===== src/rtl/counter_bank_pkg.sv =====
// Shared types and constants for the multi-channel counter bank.
// COUNTER_BANK_PRESCALE_EN compiles in the shared tick prescaler.
package counter_bank_pkg;

    typedef enum logic [2:0] {
        OP_NOP          = 3'd0,
        OP_LOAD         = 3'd1,
        OP_SET_CMP      = 3'd2,
        OP_SET_MODE     = 3'd3,
        OP_READ         = 3'd4,
        OP_CLEAR        = 3'd5,
        OP_SET_PRESCALE = 3'd6,
        OP_RSVD         = 3'd7
    } op_e;

    typedef enum logic [1:0] {
        DIR_STOP = 2'b00,
        DIR_UP   = 2'b01,
        DIR_DOWN = 2'b10
    } dir_e;

    typedef enum logic {
        ST_IDLE = 1'b0,
        ST_EXEC = 1'b1
    } state_e;

    // Compare registers reset to all-ones; replicated to any WIDTH.
    localparam logic CMP_RST_FILL = 1'b1;

endpackage


===== src/rtl/counter_bank_channel.sv =====
// One counter channel: count, compare, mode, saturation, match and wrap.
// Build option COUNTER_BANK_PRESCALE_EN has no effect inside a channel.
module counter_bank_channel
    import counter_bank_pkg::*;
#(
    parameter int WIDTH = 8
) (
    input  logic             clk,
    input  logic             rst,
    input  logic             tick,
    input  logic             ld,
    input  logic [WIDTH-1:0] ld_val,
    input  logic             clr,
    input  logic             set_cmp,
    input  logic             set_mode,
    output logic [WIDTH-1:0] count,
    output logic             match,
    output logic             wrap
);

    localparam logic [WIDTH-1:0] ONES = '1;

    logic [WIDTH-1:0] cnt_q, cnt_d;
    logic [WIDTH-1:0] cmp_q, cmp_d;
    dir_e             dir_q, dir_d;
    logic             sat_q, sat_d;
    logic             match_q, wrap_q, wrap_d;
    logic [2:0]       mode_bits;

    assign mode_bits = 3'(ld_val);

    always_comb begin
        cnt_d  = cnt_q;
        cmp_d  = cmp_q;
        dir_d  = dir_q;
        sat_d  = sat_q;
        wrap_d = 1'b0;
        // Command writes take priority over the tick step.
        if (ld) begin
            cnt_d = ld_val;
        end else if (clr) begin
            cnt_d = '0;
        end else if (tick && dir_q == DIR_UP) begin
            if (cnt_q != ONES) begin
                cnt_d = cnt_q + WIDTH'(1);
            end else if (!sat_q) begin
                cnt_d  = '0;
                wrap_d = 1'b1;
            end
        end else if (tick && dir_q == DIR_DOWN) begin
            if (cnt_q != '0) begin
                cnt_d = cnt_q - WIDTH'(1);
            end else if (!sat_q) begin
                cnt_d  = ONES;
                wrap_d = 1'b1;
            end
        end
        if (set_cmp) begin
            cmp_d = ld_val;
        end
        if (set_mode) begin
            unique case (mode_bits[1:0])
                2'b01:   dir_d = DIR_UP;
                2'b10:   dir_d = DIR_DOWN;
                default: dir_d = DIR_STOP;
            endcase
            sat_d = mode_bits[2];
        end
    end

    always_ff @(posedge clk) begin
        if (rst) begin
            cnt_q   <= '0;
            cmp_q   <= {WIDTH{CMP_RST_FILL}};
            dir_q   <= DIR_STOP;
            sat_q   <= 1'b0;
            match_q <= 1'b0;
            wrap_q  <= 1'b0;
        end else begin
            cnt_q   <= cnt_d;
            cmp_q   <= cmp_d;
            dir_q   <= dir_d;
            sat_q   <= sat_d;
            match_q <= (cnt_d == cmp_d);
            wrap_q  <= wrap_d;
        end
    end

    assign count = cnt_q;
    assign match = match_q;
    assign wrap  = wrap_q;

endmodule


===== src/rtl/counter_bank.sv =====
// Counter bank top: command FSM, optional prescaler, read mux, channels.
// Define COUNTER_BANK_PRESCALE_EN to compile in the tick prescaler.
module counter_bank
    import counter_bank_pkg::*;
#(
    parameter  int WIDTH      = 8,
    parameter  int CHANNELS   = 4,
    parameter  int PRESCALE_W = 8,
    localparam int CH_W       = (CHANNELS > 1) ? $clog2(CHANNELS) : 1
) (
    input  logic                      clk,
    input  logic                      rst,
    input  logic                      ena,
    input  logic                      cmd_valid,
    output logic                      cmd_ready,
    input  logic [2:0]                cmd_op,
    input  logic [CH_W-1:0]           cmd_ch,
    input  logic [WIDTH-1:0]          cmd_data,
    output logic                      rd_valid,
    output logic [WIDTH-1:0]          rd_data,
    output logic [CHANNELS*WIDTH-1:0] cnt_flat,
    output logic [CHANNELS-1:0]       match,
    output logic [CHANNELS-1:0]       wrap
);

    state_e           state_q, state_d;
    op_e              op_q;
    logic [CH_W-1:0]  ch_q;
    logic [WIDTH-1:0] data_q;
    logic             rd_valid_q, rd_valid_d;
    logic [WIDTH-1:0] rd_data_q, rd_data_d;
    logic [WIDTH-1:0] rd_mux;
    logic [WIDTH-1:0] cnt [CHANNELS];
    logic             exec, ch_ok, tick;

    assign cmd_ready = (state_q == ST_IDLE);
    assign exec      = (state_q == ST_EXEC);
    // Out-of-range channels accept the command but touch nothing.
    assign ch_ok     = ({1'b0, ch_q} < (CH_W+1)'(CHANNELS));

    always_comb begin
        state_d = state_q;
        unique case (state_q)
            ST_IDLE: if (cmd_valid) state_d = ST_EXEC;
            ST_EXEC: state_d = ST_IDLE;
            default: state_d = ST_IDLE;
        endcase
    end

    always_ff @(posedge clk) begin
        if (rst) begin
            state_q <= ST_IDLE;
            op_q    <= OP_NOP;
            ch_q    <= '0;
            data_q  <= '0;
        end else begin
            state_q <= state_d;
            if (cmd_valid && cmd_ready) begin
                op_q   <= op_e'(cmd_op);
                ch_q   <= cmd_ch;
                data_q <= cmd_data;
            end
        end
    end

`ifdef COUNTER_BANK_PRESCALE_EN
    logic [PRESCALE_W-1:0] psc_cnt_q, psc_cnt_d;
    logic [PRESCALE_W-1:0] psc_rld_q, psc_rld_d;

    assign tick = ena && (psc_cnt_q == psc_rld_q);

    always_comb begin
        psc_cnt_d = psc_cnt_q;
        psc_rld_d = psc_rld_q;
        if (exec && ch_ok && op_q == OP_SET_PRESCALE) begin
            psc_rld_d = PRESCALE_W'(data_q);
            psc_cnt_d = '0;
        end else if (ena) begin
            psc_cnt_d = tick ? '0 : psc_cnt_q + PRESCALE_W'(1);
        end
    end

    always_ff @(posedge clk) begin
        if (rst) begin
            psc_cnt_q <= '0;
            psc_rld_q <= '0;
        end else begin
            psc_cnt_q <= psc_cnt_d;
            psc_rld_q <= psc_rld_d;
        end
    end
`else
    logic [PRESCALE_W-1:0] unused_psc;
    assign unused_psc = '0;
    assign tick       = ena;
`endif

    always_comb begin
        rd_mux = '0;
        for (int i = 0; i < CHANNELS; i++) begin
            if (ch_q == CH_W'(i)) rd_mux = cnt[i];
        end
    end

    // READ samples the count before this cycle's update.
    always_comb begin
        rd_valid_d = exec && (op_q == OP_READ);
        rd_data_d  = rd_data_q;
        if (rd_valid_d) rd_data_d = ch_ok ? rd_mux : '0;
    end

    always_ff @(posedge clk) begin
        if (rst) begin
            rd_valid_q <= 1'b0;
            rd_data_q  <= '0;
        end else begin
            rd_valid_q <= rd_valid_d;
            rd_data_q  <= rd_data_d;
        end
    end

    assign rd_valid = rd_valid_q;
    assign rd_data  = rd_data_q;

    for (genvar g = 0; g < CHANNELS; g++) begin : g_ch
        logic hit;
        assign hit = exec && (ch_q == CH_W'(g));

        counter_bank_channel #(
            .WIDTH(WIDTH)
        ) u_ch (
            .clk     (clk),
            .rst     (rst),
            .tick    (tick),
            .ld      (hit && op_q == OP_LOAD),
            .ld_val  (data_q),
            .clr     (hit && op_q == OP_CLEAR),
            .set_cmp (hit && op_q == OP_SET_CMP),
            .set_mode(hit && op_q == OP_SET_MODE),
            .count   (cnt[g]),
            .match   (match[g]),
            .wrap    (wrap[g])
        );

        assign cnt_flat[g*WIDTH +: WIDTH] = cnt[g];
    end

endmodule


===== config.mk =====
export PLATFORM = sky130hd
export DESIGN_NAME = counter_bank
export DESIGN_NICKNAME = d
export VERILOG_FILES = /design/src/rtl/counter_bank_pkg.sv /design/src/rtl/counter_bank_channel.sv /design/src/rtl/counter_bank.sv
export SDC_FILE = /design/constraint.sdc
export NUM_CORES = 1
export LEC_CHECK = 0
export CAP_MARGIN = 25
export CORE_MARGIN = 10
export CORE_UTILIZATION = 45
export DETAILED_ROUTE_END_ITERATION = 8
export GPL_TIMING_DRIVEN = 0
export HOLD_SLACK_MARGIN = 0.12
export SETUP_SLACK_MARGIN = 0.02
export SKIP_LAST_GASP = 1
export SYNTH_ARGS = -nofsm -noshare
export SYNTH_HDL_FRONTEND = slang
export SYNTH_HIERARCHICAL = 1
export SYNTH_SLANG_ARGS = --single-unit

===== constraint.sdc =====
create_clock -name clk -period 5.3 [get_ports clk]
set_input_delay 1.59 -clock clk [delete_from_list [all_inputs] [get_ports clk]]
set_output_delay 1.59 -clock clk [all_outputs]
set_load 0.01 [all_outputs]

; Yosys cells after proc, flatten, opt, wreduce, memory -nomap -nowiden
; Index checks and enable logic that the tools add are counted.
[word_totals]
input_bits = 17
register_bits = 107
out_inout_bits = 50
wordCells = 167
[classes]
n_eq_ne = 26
bitwise = 1
add_sub_neg = 8
reduce_logical = 39
muxes = 63
[ops]
columns = cell, count
row1 = $mux W8, 40
row2 = $add A8 B1 Y8 const B, 4
row3 = $eq A8 B8 Y1, 4
row4 = $ne A8 B8 Y1 const B, 4
row5 = $reduce_bool A8 Y1, 4
row6 = $sub A8 B1 Y8 const B, 4
row7 = $logic_and A1 B1 Y1, 30
row8 = $mux W1, 21
row9 = $eq A2 B2 Y1 const B, 7
row10 = $eq A2 B1 Y1 const B, 6
row11 = $reduce_or A3 Y1, 4
row12 = $eq A3 B2 Y1 const B, 2
row13 = $eq A3 B3 Y1 const B, 2
row14 = $pmux W2 S2, 1
row15 = $eq A3 B1 Y1 const B, 1
row16 = $logic_not A2 Y1, 1
row17 = $pmux W1 S2, 1
row18 = $not A1 Y1, 1

; Logic depth before layout (Yosys ltp)
[depth]
ltp_word = 7
mapped_depth = 13
depth_no_buf = 11

; Hierarchy
; Netlist, hierarchy kept.
[by_module_without_submodules]
columns = mod, seq_area_each_um2, area_per_inst_um2, n_inst, cells_each
row1 = counter_bank_channel (g_ch[0].u_ch ...), 420.4, 1709.1, 2, 225
row2 = counter_bank_channel (g_ch[2].u_ch), 420.4, 1761.7, 1, 241
row3 = counter_bank_channel (g_ch[3].u_ch), 420.4, 1626.6, 1, 204
row4 = counter_bank, 460.4, 1147.4, 1, 119

; Worst setup path before layout
; OpenSTA, ideal clock, no wires.
[synth_path]
path_kind = input -> register
startpoint = in ena
endpoint = reg g_ch[0].u_ch.match_q
cell_stages = 7
t_arrival_ns = 3.103
setup_ns = 0.088
required_time_ns = 5.212
path_buffers = 1
slack_ns = 2.109
cell_sequence = and3b_1 buf_2 or4_1 nand4_1 mux2i_1 nand4_1 nor4_2
[synth_via]
elab_chain_len = 6
word_cells_on_any_way = 7
classes_between = eq/ne: 1 / mux: 4 / reduce/logical: 2
[synth_rtl]
columns = item, line_no
row1 = start: declaration, counter_bank.sv:13  ; input logic ena,
row2 = $logic_and A1 B1 Y1, counter_bank_channel.sv:50  ; end else if (tick && dir_q == DIR_DOWN) begin
row3 = $mux W8, counter_bank_channel.sv:50
row4 = $mux W8 (*), counter_bank_channel.sv:43  ; end else if (tick && dir_q == DIR_UP) begin
row5 = $mux W8 (*), counter_bank_channel.sv:41  ; end else if (clr) begin
row6 = $mux W8 (*), counter_bank_channel.sv:39  ; if (ld) begin
row7 = $eq A8 B8 Y1 (*), counter_bank_channel.sv:84  ; match_q <= (cnt_d == cmp_d);
row8 = end signal: assignment, counter_bank_channel.sv:84
row9 = end: declaration, counter_bank_channel.sv:27  ; logic match_q, wrap_q, wrap_d;
; Every way passes the cells marked *; elsewhere a longest branch is shown, timed or not.
; A chain may end at the register's enable or synchronous reset.

; Worst setup path after layout
[layout_path]
startpoint = in ena
endpoint = reg g_ch[2].u_ch.match_q
[layout_via]
elab_chain_len = 6
word_cells_on_any_way = 7
classes_between = eq/ne: 1 / mux: 4 / reduce/logical: 2
[layout_rtl]
columns = item, line_no
row1 = $logic_and A1 B1 Y1, counter_bank_channel.sv:50
row2 = $mux W8, counter_bank_channel.sv:50
row3 = $mux W8 (*), counter_bank_channel.sv:43
row4 = $mux W8 (*), counter_bank_channel.sv:41
row5 = $mux W8 (*), counter_bank_channel.sv:39
row6 = $eq A8 B8 Y1 (*), counter_bank_channel.sv:84
row7 = end signal: assignment, counter_bank_channel.sv:84
row8 = end: declaration, counter_bank_channel.sv:27
; Marked as above.

==> flow_results.xml <==
<?xml version="1.0" encoding="UTF-8"?>
<metrics>
  <group name="outcome">
    <metric name="run_status" unit="">finished, final reports clean</metric>
  </group>
  <group name="clocking">
    <metric name="tritoncts_buffer_count" unit="">9</metric>
    <metric name="cts.reportedPaths.clkPinSlew" unit="ns">0.07</metric>
    <metric name="worstSkewPairLatency" unit="ns">0.35</metric>
    <metric name="postCtsSetupRepairBufs" unit="">0</metric>
    <metric name="cts.repair.resized" unit="">0</metric>
    <metric name="cts_sinks" unit="">107</metric>
    <metric name="clock_tree.buffer_depth" unit="">2</metric>
    <metric name="cts_hold_buffers_added" unit="">0</metric>
    <metric name="htree_levels" unit="">3</metric>
    <metric name="cts_tree" unit="">done</metric>
    <metric name="clock_tree.root_cell" unit="">clkbuf_16</metric>
  </group>
  <group name="layout">
    <metric name="fin_nets" unit="">1122</metric>
    <metric name="insertedDiodeCount" unit="">0</metric>
    <metric name="area.growth.synth_to_final" unit="%">16.3</metric>
    <metric name="drive_above_1_share" unit="%">9.20</metric>
    <metric name="final_cell_area" unit="µm²">9250</metric>
  </group>
  <group name="worst_setup_path">
    <metric name="r2r_slack" unit="ns">1.42</metric>
    <metric name="critical_path_depth" unit="">9</metric>
    <metric name="critPathMaxFanout" unit="">19</metric>
    <metric name="path_cells" unit="">clkdlybuf4s50_1 -&gt; and3b_1 -&gt; clkbuf_1 -&gt; o21ai_0 -&gt; nand3_1 -&gt; mux2i_1 -&gt; a2111oi_2 -&gt; o2111ai_1 -&gt; nor3_1</metric>
    <metric name="worst_ep_arrival_time" unit="ns">4.61</metric>
    <metric name="timing.critical_path.buf_inv" unit="">2</metric>
    <metric name="reg2reg_depth" unit="">12</metric>
    <metric name="crit_path_max_incr_delay" unit="ns">0.95</metric>
    <metric name="slowest_stage_cell_crit_path" unit="">clkdlybuf4s50_1</metric>
    <metric name="crit_path_start" unit="">ena</metric>
    <metric name="cp_top_family" unit="">buffers and inverters</metric>
    <metric name="start_kind" unit="">primary input</metric>
    <metric name="beginning_of_the_worst_register_to_register_path" unit="">op_q[0]</metric>
    <metric name="crit-reg2reg-capture" unit="">g_ch[0].u_ch/match</metric>
    <metric name="worstSetupPathType" unit="">in2reg</metric>
    <metric name="timing.critical_path.required" unit="ns">5.57</metric>
    <metric name="setup.worst_path.end_class" unit="">flop</metric>
  </group>
  <group name="place">
    <metric name="post_dp_cell_area" unit="µm²">8900</metric>
    <metric name="dp_hpwl" unit="µm">19300</metric>
    <metric name="numPortBuffers" unit="">66</metric>
    <metric name="globalplace.congestion" unit="">0.918</metric>
    <metric name="preCtsSetupSlack" unit="ns">0.631</metric>
  </group>
  <group name="synth">
    <metric name="synth_async_sr_flop_share" unit="%">0</metric>
    <metric name="synth.top_cells.by_count" unit="">dfxtp_1 (107), nand2_1 (105), a21oi_1 (86), nor2_1 (75), mux2i_1 (49)</metric>
    <metric name="yosysTopAreaCell" unit="">dfxtp_1</metric>
    <metric name="dominant_cell_by_count_in_the_synthesized_netlist" unit="">dfxtp_1</metric>
    <metric name="postSynthRegisterBits" unit="">107</metric>
    <metric name="ys_warn_count" unit="">6</metric>
    <metric name="synthesis.nets" unit="">1043</metric>
    <metric name="post_synth_num_cell_types" unit="">84</metric>
    <metric name="netlist.area_leader.share" unit="%">26.9</metric>
    <metric name="synthCells" unit="">1014</metric>
    <metric name="synth_sequential_area_ratio" unit="%">26.9</metric>
    <metric name="number_of_synthesized_flops_with_an_enable_pin" unit="">0</metric>
    <metric name="synth_area_leaders" unit="">dfxtp_1 (27%), mux2i_1 (6.2%), a21oi_1 (5.4%), nand2_1 (5.0%), nor2_1 (3.5%)</metric>
    <metric name="post_synth_instance_area" unit="µm²">7950</metric>
    <metric name="syn_avg_cell_area" unit="µm²">7.84</metric>
    <metric name="synth-main-ff-cell" unit="">dfxtp_1</metric>
  </group>
  <group name="min_path">
    <metric name="whs_path_depth" unit="">2</metric>
    <metric name="timing.hold.worst.start" unit="">g_ch[3].u_ch/cmp_q[4]</metric>
    <metric name="worstHoldEndpoint" unit="">g_ch[3].u_ch/cmp_q[4]</metric>
    <metric name="hold_class" unit="">reg2reg</metric>
  </group>
  <group name="power">
    <metric name="power.leakage" unit="µW">0.00321</metric>
    <metric name="cellPowerDensity" unit="nW/µm²">178</metric>
    <metric name="ir_drop" unit="mV">0.145</metric>
  </group>
  <group name="routing">
    <metric name="antenna_violating_nets_post_route" unit="">0</metric>
    <metric name="drt_wl_total" unit="µm">26600</metric>
    <metric name="post-route-drc-count" unit="">0</metric>
    <metric name="post_drt_via_cell_ratio" unit="">6.17</metric>
    <metric name="drt_first_iter_violations" unit="">968</metric>
    <metric name="detail_route.wl_per_cell" unit="µm">20.1</metric>
    <metric name="dr.pass1.iters" unit="">5</metric>
    <metric name="via_count" unit="">8168</metric>
  </group>
  <group name="die">
    <metric name="die_w" unit="µm">153</metric>
    <metric name="die_h" unit="µm">153</metric>
    <metric name="floorplan.die_area" unit="µm²">23400</metric>
    <metric name="rows" unit="">48</metric>
    <metric name="core_region_area" unit="µm²">17300</metric>
    <metric name="start_util" unit="%">46.0</metric>
    <metric name="io-pin-count" unit="">67</metric>
  </group>
  <group name="global_route">
    <metric name="grt_util_all_layers" unit="%">21.6</metric>
    <metric name="grt_overflow" unit="">0</metric>
    <metric name="grt_first_pass_wirelength" unit="µm">41800</metric>
    <metric name="number_of_antenna_violations_at_the_first_check_in_global_routing" unit="">1</metric>
    <metric name="vias_in_the_first_global_route" unit="">7651</metric>
    <metric name="grt_max_degree" unit="">25</metric>
  </group>
  <group name="sta">
    <metric name="fin_crit" unit="ns">4.34</metric>
    <metric name="report.final.slew_viol_count" unit="">0</metric>
    <metric name="finalSetupTns" unit="ns">0</metric>
    <metric name="hold_viol" unit="">0</metric>
    <metric name="achievable-frequency" unit="MHz">230</metric>
    <metric name="rsz_0062_raised_after_global_routing" unit="">false</metric>
    <metric name="finalSetupViolations" unit="">0</metric>
    <metric name="setup_ws" unit="ns">0.959</metric>
    <metric name="tightest_slew" unit="ns">0.990</metric>
    <metric name="finalClockSkew" unit="ns">0.0135</metric>
    <metric name="min_period_over_period" unit="%">81.9</metric>
    <metric name="timing.slew.headroom" unit="%">33.9</metric>
  </group>
  <group name="run">
    <metric name="timing.max_cap.violations" unit="">0</metric>
  </group>
</metrics>
layout make-up:
class / instances / area, µm²
Fill cell: 1709 / 8040
Buffer: 71 / 350
Clock inverter: 4 / 47.5
Inverter: 44 / 165
Multi-Input combinational cell: 792 / 5300
Tap cell: 225 / 282
Sequential cell: 107 / 2140
Timing Repair Buffer: 68 / 703
Clock buffer: 12 / 267
flip-flops by register name (all words and copies together), names as in the netlist, 2 cells and up:
| register | flops |
|---|---|
| g_ch.u_ch/count | 32 |
| g_ch.u_ch/cmp_q | 32 |
| g_ch.u_ch/dir_q | 8 |
| g_ch.u_ch/wrap | 4 |
| rd_data | 8 |
| op_q | 3 |
| data_q | 8 |
| g_ch.u_ch/sat_q | 4 |
| g_ch.u_ch/match | 4 |
| ch_q | 2 |
kinds of logic after synthesis:
group                    after synthesis  synth area share, %
adder cells (fa/ha/maj)               12                 1.89
AO/OA/AOI/OAI                        262                 22.3
XOR/XNOR                              20                 2.20
flip-flops                           107                 26.9
AND/OR/NAND/NOR                      434                 30.6
multiplexers                          64                 9.66
buffers and inverters                115                 6.48
metrics by stage:
stage / hold slack (ns) / std cells / util [%] / power [µW]
5_1_grt: 0.534 / 1323 / 53.5 / 1700
3_5_place_dp: 0.479 / 1305 / 51.4 / 957
3_3_place_gp: 0.472 / 1305 / 51.4 / 956
2_1_floorplan: 0.455 / 1014 / - / 906
4_1_cts: 0.498 / 1321 / 53.2 / 1660
6_report: 0.493 / 1323 / 53.5 / 1650
worst register-to-register path: stages, from the launching register on:
cell and delay (ns):
dfxtp_1 0.31, clkbuf_1 0.44, nand2b_1 0.20, nor3_1 0.71, or2_2 0.23, clkbuf_1 0.36
nor3_1 0.10, o21ai_1 0.09, a21oi_1 0.05, a2111oi_1 0.82, o31ai_1 0.17, a21oi_1 0.21
nor4_2 0.08
placed cells by master (no fill, tap or decap), types with 9 or more instances in the layout:
cell,n
nand3_1,28
a211oi_1,9
dfxtp_1,107
buf_2,22
nand2b_1,33
nor2b_1,15
o21ai_0,30
a31oi_1,16
nand4_1,20
clkbuf_16,9
o211ai_1,14
nor2_1,75
nor3_1,33
mux2i_1,49
clkbuf_1,40
and3_1,10
or2_2,9
xnor2_1,13
nor4_1,15
inv_1,43
a21oi_1,86
o31ai_1,12
or3_1,10
nand2_1,105
ha_1,12
clkdlybuf4s50_1,66
a22o_1,9
nand3b_1,21
where the power goes:
group | total, µW | switching, µW | leakage, µW | internal (µW)
Combinational | 103 | 57.7 | 0.00219 | 45.7
Clock | 704 | 300 | 0.000155 | 404
Sequential | 840 | 28.3 | 0.000866 | 811
worst max-delay path by stage:
stage,slack [ns],end
after floorplan,2.11,g_ch[0].u_ch/match
after global placement,0.64,g_ch[2].u_ch/match
after detailed placement,0.63,g_ch[2].u_ch/match
after CTS,1.01,g_ch[2].u_ch/match
after global routing,0.73,g_ch[1].u_ch/match
final,0.96,g_ch[2].u_ch/match
per-layer routing:
metal / vias up / track usage [%] / wire length (µm)
li1: 3925 / - / -
met1: 3830 / 28.2 / 12000
met2: 377 / 34.4 / 12000
met3: 36 / 5.08 / 2210
met4: 0 / 6.58 / 389
met5: - / 0 / 0
No activity file was read; power rests on OpenSTA's default activity.
